==> config.mk <==
export PLATFORM = sky130hd
export DESIGN_NAME = eth_tx_framer
export DESIGN_NICKNAME = d
export VERILOG_FILES = /design/src/rtl/eth_tx_framer.sv
export SDC_FILE = /design/constraint.sdc
export NUM_CORES = 1
export LEC_CHECK = 0
export BUFFER_PORTS_ARGS = -buffer_cell sky130_fd_sc_hd__buf_2
export CORE_ASPECT_RATIO = 0.5
export CORE_UTILIZATION = 60
export CTS_CLUSTER_DIAMETER = 30
export DETAILED_ROUTE_END_ITERATION = 16
export PLACE_DENSITY = 0.75
export REMOVE_ABC_BUFFERS = 1
export SLEW_MARGIN = 30
export SYNTH_ARGS = -nofsm -noshare
export SYNTH_HDL_FRONTEND = slang
export SYNTH_SLANG_ARGS = --single-unit
==> constraint.sdc <==
create_clock -name clock -period 2.95 [get_ports clock]
set_input_delay 0.295 -clock clock [delete_from_list [all_inputs] [get_ports clock]]
set_output_delay 0.295 -clock clock [all_outputs]
set_load 0.01 [all_outputs]
==> src/rtl/eth_tx_framer.sv <==
// eth_tx_framer: Ethernet TX framer with preamble/SFD, short-frame
// padding, optional CRC-32 FCS and inter-frame gap enforcement.
module eth_tx_framer #(
  parameter int PREAMB_LEN = 8,
  parameter int IFG_LEN    = 12,
  parameter int MIN_FRAME  = 60,
  parameter bit APPEND_FCS = 1'b1
) (
  input  logic       clock,
  input  logic       reset_n,
  input  logic [7:0] data,
  input  logic       tx_enable,
  output logic       active,
  output logic [7:0] phy_tx_data,
  output logic       phy_tx_valid,
  output logic       tx_error
);
  localparam int CW = (MIN_FRAME > 0) ? $clog2(MIN_FRAME + 1) : 1;
  localparam logic [CW-1:0] MIN_C = CW'(MIN_FRAME);

  typedef logic [PREAMB_LEN-1:0][7:0] sr_t;
  localparam sr_t PRE = {8'hD5, {(PREAMB_LEN-1){8'h55}}};

  typedef enum logic [2:0] {
    IDLE, PAYLOAD, DRAIN, PAD, FCS, GAP
  } state_t;

  state_t state_q, state_d, tail;
  sr_t sr_q;
  logic [PREAMB_LEN-1:0] tag_q;
  logic [31:0] crc_q, fcs;
  logic [CW-1:0] cnt_q, cnt_b;
  logic [7:0] tmr_q, tmr_d;
  logic [7:0] in_byte, out_d, crc_in;
  logic [1:0] fidx;
  logic shift, in_tag, cnt_inc, crc_en;
  logic val_d, err_d;
  logic short_f, last_pad, below_b;

  function automatic logic [31:0] crc8(
    input logic [31:0] c,
    input logic [7:0]  d
  );
    logic [31:0] r;
    r = c ^ {24'h0, d};
    for (int i = 0; i < 8; i++)
      r = r[0] ? ((r >> 1) ^ 32'hEDB88320) : (r >> 1);
    return r;
  endfunction

  assign cnt_b = (state_q == IDLE) ? '0 : cnt_q;

  if (MIN_FRAME > 0) begin : g_pad
    assign short_f  = cnt_q < MIN_C;
    assign last_pad = cnt_q == (MIN_C - 1'b1);
    assign below_b  = cnt_b < MIN_C;
  end else begin : g_nopad
    assign short_f  = 1'b0;
    assign last_pad = 1'b0;
    assign below_b  = 1'b0;
  end

  assign fcs    = ~crc_q;
  assign fidx   = 2'd3 - tmr_q[1:0];
  assign active = tx_enable | (state_q != IDLE);
  assign err_d  = tx_enable & (state_q != IDLE)
                & (state_q != PAYLOAD);

  always_comb begin
    state_d = state_q;
    shift   = 1'b0;
    in_byte = 8'h00;
    in_tag  = 1'b0;
    cnt_inc = 1'b0;
    val_d   = 1'b0;
    out_d   = 8'h00;
    crc_en  = 1'b0;
    crc_in  = 8'h00;
    tail    = short_f ? PAD : (APPEND_FCS ? FCS : GAP);
    unique case (state_q)
      IDLE: begin
        if (tx_enable) begin
          state_d = PAYLOAD;
          shift   = 1'b1;
          in_byte = data;
          in_tag  = 1'b1;
          cnt_inc = 1'b1;
        end
      end
      PAYLOAD: begin
        shift = 1'b1;
        if (tx_enable) begin
          in_byte = data;
          in_tag  = 1'b1;
          cnt_inc = 1'b1;
        end else begin
          state_d = DRAIN;
        end
      end
      DRAIN: begin
        shift = 1'b1;
        if (tmr_q == 8'd0) state_d = tail;
      end
      PAD: begin
        val_d   = 1'b1;
        crc_en  = 1'b1;
        cnt_inc = 1'b1;
        if (last_pad) state_d = APPEND_FCS ? FCS : GAP;
      end
      FCS: begin
        val_d = 1'b1;
        out_d = fcs[8*fidx +: 8];
        if (tmr_q == 8'd0) state_d = GAP;
      end
      GAP: begin
        if (tmr_q == 8'd0) state_d = IDLE;
      end
      default: state_d = IDLE;
    endcase
    // untagged (preamble/drain) bytes still go out but skip the CRC
    if (shift) begin
      val_d  = 1'b1;
      out_d  = sr_q[0];
      crc_en = tag_q[0];
      crc_in = sr_q[0];
    end
  end

  always_comb begin
    tmr_d = (tmr_q != 8'd0) ? tmr_q - 8'd1 : 8'd0;
    if (state_d != state_q) begin
      unique case (state_d)
        DRAIN:   tmr_d = 8'(PREAMB_LEN - 2);
        FCS:     tmr_d = 8'd3;
        GAP:     tmr_d = 8'(IFG_LEN - 1);
        default: tmr_d = 8'd0;
      endcase
    end
  end

  always_ff @(posedge clock or negedge reset_n) begin
    if (!reset_n) state_q <= IDLE;
    else          state_q <= state_d;
  end

  always_ff @(posedge clock or negedge reset_n) begin
    if (!reset_n) begin
      sr_q         <= PRE;
      tag_q        <= '0;
      crc_q        <= '1;
      cnt_q        <= '0;
      tmr_q        <= '0;
      phy_tx_data  <= 8'h00;
      phy_tx_valid <= 1'b0;
      tx_error     <= 1'b0;
    end else begin
      tmr_q        <= tmr_d;
      phy_tx_data  <= out_d;
      phy_tx_valid <= val_d;
      tx_error     <= err_d;
      if (shift) begin
        sr_q  <= {in_byte, sr_q[PREAMB_LEN-1:1]};
        tag_q <= {in_tag, tag_q[PREAMB_LEN-1:1]};
      end else begin
        sr_q  <= PRE;
        tag_q <= '0;
      end
      if (state_q == IDLE) crc_q <= '1;
      else if (crc_en)     crc_q <= crc8(crc_q, crc_in);
      cnt_q <= (cnt_inc && below_b) ? cnt_b + 1'b1 : cnt_b;
    end
  end
endmodule

# Word-level counts from Yosys, hierarchy flattened

Cells that the tools add are included.

Register bits: 131
Bits of input ports: 11
Output and inout port bits: 11
Word-level logic and storage cells: 93

Add/sub/neg operators: 3
$lt $le $gt $ge: 2
Equality and inequality tests: 11
Shifts and indexed selects: 1
Mux-type cells: 38
Bitwise logic cells: 13
Reduce and logical (&&, ||, !) cells: 9

Operators with widths:

| kind                | number |
|---|---|
| $mux 32             | 10 |
| $not 13->14         | 8 |
| $mux 64             | 1 |
| $mux 8              | 8 |
| $not 32->32         | 1 |
| $shiftx 32x6->8     | 1 |
| $xor 32x8->32       | 1 |
| $mux 3              | 7 |
| $pmux 3 s6          | 1 |
| $eq 3x3->1 const B  | 4 |
| $lt 6x6->1 const B  | 2 |
| $mux 6              | 2 |
| $pmux 4 s3          | 1 |
| $eq 3x2->1 const B  | 3 |
| $logic_not 8->1     | 1 |
| $reduce_bool 8->1   | 1 |
| $sub 8x1->8 const B | 1 |
| $add 6x1->6 const B | 1 |
| $eq 6x6->1 const B  | 1 |
| $mux 1              | 6 |
| $reduce_or 2->1     | 3 |
| $pmux 1 s2          | 2 |
| $eq 3x1->1 const B  | 1 |
| $logic_not 3->1     | 1 |
| 8 further kinds     | 9 |

# Longest topological paths before layout

Gate-level depths: netlist of run 1.

Depth in word-level cells: 23
Depth in mapped cells: 9
Mapped depth without buffers: 8

# Worst setup path before layout of run 1

Ideal clock, no wire load.

Path kind: reg2reg
Start: register tmr_q[0]
End: register tmr_q[1]
Arrival time: 2.399 ns
Required time: 2.863 ns
Slack: 0.464 ns
Cell stages (with the launch flop): 10
Buffers on the path: 1
Clock period less this slack: 2.486 ns
Cell sequence: dfrtp_1 > buf_1 > inv_1 > ha_1 > nor3b_1 > a31oi_1 > o21ai_0 > or2_2 > a2111o_1 > o211ai_1

Word-level cells in the longest chain between the ends: 6

Ends and longest elaborated chain:

| item                                     | line          | RTL |
|---|---|---|
| start: declaration                       | 33            | `logic [7:0] tmr_q, tmr_d;` |
| start signal: assignment                 | 157           | `tmr_q <= tmr_d;` |
| $logic_not 8->1                          | 102, 113, 116 |  |
| $mux 3, on equally long branches         | 116, 102, 113 |  |
| $pmux 3 s6                               | 80            | `unique case (state_q)` |
| $eq 3x3->1 or $eq 3x2->1 (tied branches) | 132           | `unique case (state_d)` |
| $pmux 4 s3                               | 132           |  |
| $mux 8 (*)                               | 131           | `if (state_d != state_q) begin` |
| via tmr_d[1]                             | 33            |  |

The timed path passes the listed nets; every way through them passes the cells marked *.
A chain may end at the register's enable or synchronous reset.

# Final worst setup path of run 1

Start: register state_q[1]
End: register crc_q[23]

Word-level cells in the longest chain between the ends: 20

Ends and longest elaborated chain:

| item                                     | line | RTL |
|---|---|---|
| start: declaration                       | 28   | `state_t state_q, state_d, tail;` |
| start signal: assignment                 | 143  | `else state_q <= state_d;` |
| $eq 3x2->1 or $eq 3x1->1 (tied branches) | 80   |  |
| $reduce_or 2->1 (no source line)         | n/a  |  |
| $pmux 1 s2                               | 80   |  |
| $mux 8                                   | 121  | `if (shift) begin` |
| $xor 32x8->32                            | 45   | `r = c ^ {24'h0, d};` |
| $mux 32                                  | 47   | `r = r[0] ? ((r >> 1) ^ 32'hEDB88320) : (r >> 1);` |
| $not 13->14 (no source line)             | n/a  |  |
| $mux 32 (2 in series)                    | 47   |  |
| (+2 left out)                            | n/a  |  |
| $not 13->14 (no source line)             | n/a  |  |
| $mux 32 (2 in series)                    | 47   |  |
| $not 13->14 (no source line)             | n/a  |  |
| $mux 32                                  | 47   |  |
| $not 13->14 (no source line)             | n/a  |  |
| $mux 32                                  | 47   |  |
| $mux 32                                  | 169  | `else if (crc_en) crc_q <= crc8(crc_q, crc_in);` |
| $mux 32                                  | 168  | `if (state_q == IDLE) crc_q <= '1;` |
| end signal: assignment                   | 169  |  |
| end: declaration                         | 31   | `logic [31:0] crc_q, fcs;` |

Several ways; a longest one is shown, not always the timed one. The select of a mux whose other input is x is not followed.

==> flow_summary_export.csv, run 1 <==
group,metric,value,unit
routing,routedWlPerCell,17.50,um
clock_tree,cts-root-buf,"clkbuf_16",
sta,rsz0062_at_grt,"false",
yosys,ys_types,53,
worst_hold_path,min_path_type,"in -> reg",
grt,overflow,0,
sta,layout_min_cycle_time,2.605,ns
clock_tree,cts_max_path_buffers,2,
clock_tree,h-tree-depth,4,
sta,setup_violations,0,
floorplan,io_pins,22,
yosys,ys.flop_type,"dfrtp_1",
clock_tree,postCtsSetupBuffers,0,
yosys,yosys-top-cells-area,"dfstp_2 28%, dfrtp_1 27%, xnor2_1 8.7%, xor2_1 3.9%, and3_1 3.7%",
critical_path,crit_type,"reg -> reg",
floorplan,dieArea,10640,sq um
yosys,netlist_area,6125,sq um
critical_path,cp.required,3.29,ns
grt,grtUsageTotal,26.75,%
routing,dr.pass1.iters,6,
floorplan,rows,25,
sta,timing.final.crit_share,88.31,%
routing,drt_first_iter_violations,401,
critical_path,critPathCaptureType,"flop",
place,pre_cts_ws,0.3858,ns
sta,fin_skew,0.008701,ns
floorplan,die_height,73.44,um
yosys,synth_area_leader_cell,"dfstp_2",
finish,final_cell_mix,"66 x dfrtp_1, 65 x dfstp_2, 61 x xnor2_1",
finish,antenna-diode-count,0,
critical_path,rr_worst_depth,6,
finish,fill_cells,656,
sta,setup_slack,0.3450,ns
worst_hold_path,hold_depth,2,
yosys,ys_warn_count,0,
clock_tree,clkLatencyLatePin,0.42,ns
sta,slew_violations,0,
routing,final_antenna_net_count,0,
flow_run,cap_viol_max_count,0,
yosys,yosysTopAreaCellShare,27.89,%
routing,drc_errors,0,
routing,via_count,3952,
grt,grt_max_degree,75,
grt,grt_pass1_wl,20580,um
finish,final_common_cell,"dfrtp_1",
grt,grt_pass1_vias,3879,
sta,fmax,383.9,MHz
floorplan,chipWidth,144.9,um
finish,syn2layout_area_growth,14.63,%
yosys,synthCells,522,
clock_tree,cts_tree,"yes",
finish,regArea,3359,sq um
finish,nNetsFinal,561,
critical_path,cp_max_fo,18,
place,place.gp.congestion,0.8455,
finish,drive_gt1_share,27.99,%
clock_tree,cts.clk_slew.worst_paths,0.06,ns
yosys,synth_seq_area_share,54.85,%
yosys,ys_ff_latch,131,
place,dp_hpwl,7447,um
critical_path,start_kind,"flop",
clock_tree,cts.sink_count,131,
yosys,syn_avg_cell_area,11.73,sq um
sta,relSlewSlack,55.25,%
sta,tightest_slew,0.6661,ns
routing,avgViaCountPerCell,5.678,
routing,drt-total-wl,12180,um
status,status,"complete, no violations",
place,numPortBuffers,21,
floorplan,initial_utilization,63.37,%
floorplan,core,9666,sq um
sta,finalHoldViolCount,0,
finish,multi_input_area,2614,sq um
yosys,synth-async-reset-ratio,100.0,%
yosys,synth_edf_count,0,
critical_path,crit_arrival,2.95,ns
grt,antenna_found_initial,0,
clock_tree,numCtsBuffers,17,
[synth_stat cells, types with 3 or more instances]
| cell type | count |
|---|---|
| nand4_1 | 3 |
| buf_1 | 3 |
| dfstp_2 | 65 |
| o21ai_0 | 13 |
| xnor3_1 | 5 |
| nand2_1 | 16 |
| a31oi_1 | 3 |
| or3_1 | 29 |
| and2_1 | 6 |
| dfrtp_1 | 66 |
| xnor2_1 | 61 |
| a21oi_1 | 34 |
| mux4_2 | 8 |
| o22a_1 | 4 |
| clkbuf_1 | 26 |
| xor2_1 | 27 |
| a21o_1 | 6 |
| inv_1 | 5 |
| nor3_1 | 10 |
| nor2_1 | 43 |
| nand3_1 | 11 |
| and3_1 | 36 |
[cell families after synthesis]
family / count (synthesis) / synth area share [%]
compound gates: 70 / 6.844
flops: 131 / 54.85
simple gates: 172 / 15.46
buf+inv: 38 / 2.656
fa+ha+maj: 2 / 0.4085
mux: 11 / 3.473
xor+xnor: 98 / 16.30
[what timing repair did]
| action | 4_1_cts | 5_1_grt |
|---|---|---|
| resized for setup | 0 | 0 |
| endpoints found under the setup margin | 0 | 0 |
| hold buffers | 1 | 0 |
| hold endpoints to repair | 20 | 0 |
[worst paths after layout]
kind                       startpoint         to  slack [ns]
max in group asynchronous     reset_n   sr_q[62]        1.86
hold reg to reg              tag_q[5]   tag_q[4]        0.46
min in group asynchronous     reset_n   sr_q[39]        0.35
setup / recovery           state_q[1]  crc_q[23]        0.35
setup reg to reg           state_q[1]  crc_q[23]        0.35
hold / removal                data[1]   sr_q[57]        0.07
[per-layer routing]
metal	GRT usage, %	vias to the layer above	wire length [um]
li1	-	1843	-
met1	36.19	2003	5636
met2	42.68	94	5876
met3	6.389	12	511
met4	9.825	0	153
met5	0	-	0
[area by class of cell]
| type | instances | share of cell area [%] |
|---|---|---|
| multi-input cells | 353 | 37.23 |
| clock inverters | 12 | 2.103 |
| well taps | 135 | 2.406 |
| repair buffers | 40 | 3.778 |
| clock buffers | 20 | 6.362 |
| inverters | 5 | 0.2673 |
| flip-flops and latches | 131 | 47.85 |
[per-stage QoR]
stage,utilization (%),std cells,cell area (sq um),TNS (ns),hold WS [ns]
final,72.63,696,7020,0,0.07468
after global routing,72.63,696,7020,0,0.06932
after CTS,72.63,696,7020,0,0.06567
after detailed placement,66.38,663,6416,0,0.2529
after global placement,66.38,663,6416,0,0.2467
after floorplan,-,489,5981,-5.340,-0.0005911
[critical path, stage by stage, from the launching register on]
cell	delay (ns)
dfrtp_1	0.61
a21oi_2	0.51
nand3_4	0.15
xor2_4	0.37
xor2_4	0.34
xnor3_1	0.37
a21oi_1	0.17
[sequential cells by signal, indices dropped and copies added (netlist names)]
name / cells
tag_q: 8
crc_q: 32
tmr_q: 8
phy_tx_valid: 1
state_q: 3
sr_q: 64
tx_error: 1
phy_tx_data: 8
cnt_q: 6
Power of run 1 is not shown: default switching activity piles up to over one toggle a cycle in this logic, so the estimate is an artifact.
==> run 2, diff against run 1 <==
--- a/config.mk
+++ b/config.mk
@@ -10,7 +10,7 @@
 export CORE_UTILIZATION = 60
 export CTS_CLUSTER_DIAMETER = 30
 export DETAILED_ROUTE_END_ITERATION = 16
-export PLACE_DENSITY = 0.75
+export PLACE_DENSITY = 0.78
 export REMOVE_ABC_BUFFERS = 1
 export SLEW_MARGIN = 30
 export SYNTH_ARGS = -nofsm -noshare
==> run 2 against run 1 <==
Against the previous run:
- final cell count is the same
- clock skew up 0.0034 ns
- global-route usage decreased by 1.3 points
- die area stayed put
- clock-buffer cell count rose by 2
- hold slack improved by 0.0099 ns
- critical path depth unchanged
- first-iteration DRC count is 42% lower
- largest cell class unchanged
- setup slack improved by 0.0023 ns
- register-to-register slack is essentially flat
==> flow_summary_export.csv, run 2 (synthesized netlist as in run 1, its figures left out) <==
group,metric,value,unit
clock_tree,numCtsBuffers,17,
sta,timing.final.crit_share,88.23,%
clock_tree,cts.clk_slew.worst_paths,0.06,ns
finish,final_core_util,72.18,%
finish,syn2layout_area_growth,13.91,%
grt,grt_max_degree,59,
place,dp_hpwl,7574,um
critical_path,cp.required,3.29,ns
critical_path,worstReg2RegStart,"state_q[1]",
finish,largest_reg_flops,64,
grt,overflow,0,
routing,routedWlPerCell,16.77,um
grt,grt_pass1_vias,3813,
sta,tightest_slew,0.7329,ns
finish,largest_registers,"sr_q x64, crc_q x32",
routing,final_antenna_net_count,0,
routing,drt_first_iter_violations,232,
floorplan,io_pins,22,
floorplan,rows,25,
floorplan,chipWidth,144.9,um
clock_tree,h-tree-depth,4,
finish,antenna-diode-count,0,
floorplan,core,9666,sq um
clock_tree,cts-root-buf,"clkbuf_16",
critical_path,crit_arrival,2.94,ns
status,status,"complete, no violations",
floorplan,die_height,73.44,um
routing,drc_errors,0,
critical_path,critPathCaptureType,"flop",
grt,grtUsageTotal,25.40,%
sta,relSlewSlack,50.77,%
critical_path,cp-endpoint,"crc_q[20]",
sta,rsz0062_at_grt,"false",
routing,dr.pass1.iters,4,
routing,via_count,3899,
sta,layout_min_cycle_time,2.603,ns
routing,drt-total-wl,11670,um
grt,grt_pass1_wl,19720,um
clock_tree,clkLatencyLatePin,0.41,ns
worst_hold_path,min_path_type,"in -> reg",
flow_run,cap_viol_max_count,0,
finish,nNetsFinal,561,
routing,avgViaCountPerCell,5.602,
sta,finalHoldViolCount,0,
finish,final_cell_mix,"66 x dfrtp_1, 65 x dfstp_2, 61 x xnor2_1",
clock_tree,cts_tree,"yes",
worst_hold_path,worstHoldStart,"data[6]",
place,numPortBuffers,21,
critical_path,crit_type,"reg -> reg",
critical_path,cp_max_fo,18,
critical_path,start_kind,"flop",
finish,largest-register,"sr_q",
critical_path,rr_worst_depth,6,
finish,drive_gt1_share,27.81,%
floorplan,dieArea,10640,sq um
sta,fin_skew,0.01208,ns
clock_tree,cts.sink_count,131,
place,place.gp.congestion,0.8763,
sta,fmax,384.2,MHz
critical_path,rr_endpoint,"crc_q[20]",
sta,fin_hold_ws,0.08454,ns
grt,antenna_found_initial,0,
sta,slew_violations,0,
clock_tree,postCtsResizedCells,0,
finish,final_common_cell,"dfrtp_1",
critical_path,reg2reg_slack,0.35,ns
sta,setup_violations,0,
floorplan,initial_utilization,63.37,%
critical_path,startpoint,"state_q[1]",
clock_tree,cts_max_path_buffers,2,
==> run 2: cell count changes in the layout (fill, tap and decap cells not counted) <==
cell        previous run  this run
clkinv_2               0         3
clkinvlp_4             2         1
clkbuf_1               2         3
clkinv_4               3         4
clkbuf_16             17        18
bufinv_16              2         0
inv_6                  4         2
inv_8                  1         0
==> run 2: layer usage <==
metal  vias to the layer above  global-route usage (%)  part of all wire (%)
li1                       1844                       -                     -
met5                         -                       0                     0
met1                      1923                   35.27                    47
met3                        11                   6.323                   5.4
met2                       121                   38.35                    47
met4                         0                   11.23                   1.3
==> run 2: repair_timing <==
item                      CTS  global route
setup buffers               0             0
hold endpoints to repair   28             0
hold buffers                1             0
==> run 2: area by class of cell <==
cell class	instances	area (sq um)
Timing Repair Buffer	40	265.3
Inverter	5	18.77
Clock inverter	10	75.07
Tap cell	135	168.9
Multi-Input combinational cell	353	2614
Clock buffer	22	475.5
Fill cell	608	2689
Sequential cell	131	3359
==> run 2: worst max-delay path: stages, from the launching register on <==
cell	delay, ns
dfrtp_1	0.72
a21o_1	0.38
nor3_2	0.13
xnor2_4	0.41
xor2_4	0.33
xnor3_1	0.39
a21oi_1	0.17
==> run 2: stage by stage <==
stage | cell area [sq um] | instances | TNS (ns) | setup WS (ns)
final | 6977 | 696 | 0 | 0.3473
after global placement | 6416 | 663 | 0 | 0.4932
after detailed placement | 6416 | 663 | 0 | 0.4063
after global routing | 6977 | 696 | 0 | 0.1849
after CTS | 6977 | 696 | 0 | 0.3590
after floorplan | 5981 | 489 | -5.340 | -0.4740
==> run 2: how the worst min path moves through the flow <==
stage	cells past startpoint	slack, ns	endpoint
after global placement	1	0.36	sr_q[57]
after floorplan	0	-0.0006	cnt_q[0]
after detailed placement	1	0.37	sr_q[57]
after CTS	2	0.07	sr_q[62]
final	2	0.08	sr_q[62]
after global routing	2	0.07	sr_q[59]
Power of run 2 is left out for the same reason.
==> run 3, diff against run 2 <==
--- a/config.mk
+++ b/config.mk
@@ -6,11 +6,13 @@
 export NUM_CORES = 1
 export LEC_CHECK = 0
 export BUFFER_PORTS_ARGS = -buffer_cell sky130_fd_sc_hd__buf_2
+export CELL_PAD_IN_SITES_DETAIL_PLACEMENT = 0
+export CELL_PAD_IN_SITES_GLOBAL_PLACEMENT = 1
 export CORE_ASPECT_RATIO = 0.5
-export CORE_UTILIZATION = 60
+export CORE_UTILIZATION = 50
 export CTS_CLUSTER_DIAMETER = 30
 export DETAILED_ROUTE_END_ITERATION = 16
-export PLACE_DENSITY = 0.78
+export PLACE_DENSITY_LB_ADDON = 0.1
 export REMOVE_ABC_BUFFERS = 1
 export SLEW_MARGIN = 30
 export SYNTH_ARGS = -nofsm -noshare
==> run 3 against run 2 <==
Against the previous run:
- non-clock buffer count is the same
- design area up 1.6%
- via count down 3.7%
- global-route usage down 3.7 points
- clock-buffer cell count fell by 4
- critical path depth unchanged
- setup slack better by 0.26 ns
- largest cell class unchanged
==> flow_summary_export.csv, run 3 (synthesized netlist as in run 1, its figures left out) <==
group,metric,value,unit
grt,grt_max_degree,72,
critical_path,critPathCaptureType,"flop",
routing,final_antenna_net_count,0,
floorplan,core,11880,sq um
critical_path,path_cells,"nor3_4, nor3_2, xnor2_4, xor2_4, xnor3_1, a21oi_1",
critical_path,worst_path_max_delay_cell,"dfrtp_1",
critical_path,reg2reg_slack,0.60,ns
clock_tree,postCtsResizedCells,0,
floorplan,io_pins,22,
clock_tree,cts_max_path_buffers,2,
finish,stdcell_count,726,
sta,finalHoldViolCount,0,
grt,antenna_found_initial,0,
floorplan,dieArea,12720,sq um
grt,grt_pass1_wl,20210,um
grt,grt_pass1_vias,3723,
sta,relSlewSlack,51.68,%
grt,grtUsageTotal,21.72,%
sta,fin_skew,0.009304,ns
sta,layout_min_cycle_time,2.347,ns
critical_path,start_kind,"flop",
sta,tightest_slew,0.7247,ns
critical_path,crit_family,"XOR/XNOR gates",
clock_tree,cts.sink_count,131,
critical_path,critPathMaxStageDelay,0.45,ns
floorplan,rows,28,
routing,drt_first_iter_violations,266,
sta,slew_violations,0,
place,dp_hpwl,7774,um
finish,final_cell_mix,"66 x dfrtp_1, 65 x dfstp_2, 61 x xnor2_1",
place,placed_cells,693,
sta,timing.final.crit_share,79.56,%
critical_path,crit_arrival,2.69,ns
worst_hold_path,worstHoldStart,"data[7]",
worst_hold_path,holdPathEnd,"sr_q[63]",
clock_tree,h-tree-depth,4,
sta,setup_violations,0,
finish,nNetsFinal,561,
critical_path,critPathBufInv,0,
worst_hold_path,hold_depth,2,
finish,final_common_cell,"dfrtp_1",
routing,avgViaCountPerCell,5.172,
critical_path,rr_endpoint,"crc_q[20]",
sta,rsz0062_at_grt,"false",
status,status,"complete, no violations",
critical_path,crit_type,"reg -> reg",
clock_tree,numCtsBuffers,17,
grt,overflow,0,
finish,largest_registers,"sr_q x64, crc_q x32",
floorplan,chipWidth,158.5,um
floorplan,initial_utilization,51.57,%
finish,fin_area,7086,sq um
critical_path,cp_max_fo,9,
finish,drive_gt1_share,28.34,%
place,post_dp_cell_area,6454,sq um
sta,fin_hold_ws,0.07151,ns
finish,largest_reg_flops,64,
clock_tree,cts_tree,"yes",
clock_tree,cts.clk_slew.worst_paths,0.07,ns
critical_path,cp.required,3.30,ns
routing,routedWlPerCell,16.74,um
floorplan,die_height,80.26,um
flow_run,cap_viol_max_count,0,
finish,largest-register,"sr_q",
worst_hold_path,min_path_type,"in -> reg",
routing,drt-total-wl,12160,um
clock_tree,cts-root-buf,"clkbuf_16",
routing,drc_errors,0,
critical_path,rr_worst_depth,6,
routing,via_count,3755,
finish,syn2layout_area_growth,15.69,%
critical_path,worstReg2RegStart,"state_q[1]",
sta,fmax,426.1,MHz
routing,dr.pass1.iters,4,
place,place.gp.congestion,0.8412,
clock_tree,clkLatencyLatePin,0.42,ns
place,numPortBuffers,21,
finish,antenna-diode-count,0,
## run 3: cell types whose count changed in the layout (fill, tap and decap cells not counted)
| cell | before | now |
|---|---|---|
| bufinv_16 | 0 | 2 |
| clkinv_8 | 0 | 1 |
| clkinv_4 | 4 | 1 |
| clkinv_2 | 3 | 0 |
| clkbuf_16 | 18 | 17 |
| inv_6 | 2 | 6 |
| clkinvlp_4 | 1 | 0 |
| clkbuf_1 | 3 | 0 |
| inv_8 | 0 | 4 |
## run 3: routing by layer
metal | vias up | routed length, um | GRT usage (%)
li1 | 1843 | - | -
met2 | 49 | 5396 | 31.75
met1 | 1852 | 6205 | 31.38
met5 | - | 0 | 0
met3 | 11 | 442 | 5.559
met4 | 0 | 112 | 7.212
## run 3: timing repair
item,4_1_cts,5_1_grt
hold endpoints to repair,21,0
hold buffers,1,0
setup buffers,0,0
## run 3: worst max path at each step
| stage | startpoint | to | slack (ns) | cells past startpoint |
|---|---|---|---|---|
| CTS | state_q[1] | crc_q[26] | 0.60 | 6 |
| global route | state_q[0] | crc_q[20] | 0.42 | 6 |
| detailed placement | state_q[1] | crc_q[20] | 0.61 | 6 |
| global placement | state_q[1] | crc_q[26] | 0.68 | 6 |
| finish | state_q[1] | crc_q[20] | 0.60 | 6 |
| floorplan | state_q[0] | crc_q[22] | -0.47 | 6 |
## run 3: cell type report
class | count | area, sq um
clock buffers | 18 | 439.2
clock inverters | 14 | 182.7
fillers | 959 | 4791
inverters | 5 | 18.77
multi-input cells | 353 | 2614
flip-flops and latches | 131 | 3359
well taps | 165 | 206.4
repair buffers | 40 | 265.3
## run 3: worst register-to-register path: cells and delay by family, from the launching register on
kind / cells / cell delay [ns]
xor+xnor: 3 / 1.12
simple gates: 2 / 0.56
flops: 1 / 0.45
compound gates: 1 / 0.15
## run 3: through the flow
stage	worst slack, ns	setup TNS, ns	utilization [%]
6_report	0.6030	0	59.66
5_1_grt	0.4244	0	59.66
4_1_cts	0.6027	0	59.66
3_5_place_dp	0.6140	0	54.34
3_3_place_gp	0.6789	0	54.34
2_1_floorplan	-0.4740	-5.340	-
Power of run 3 is left out for the same reason.
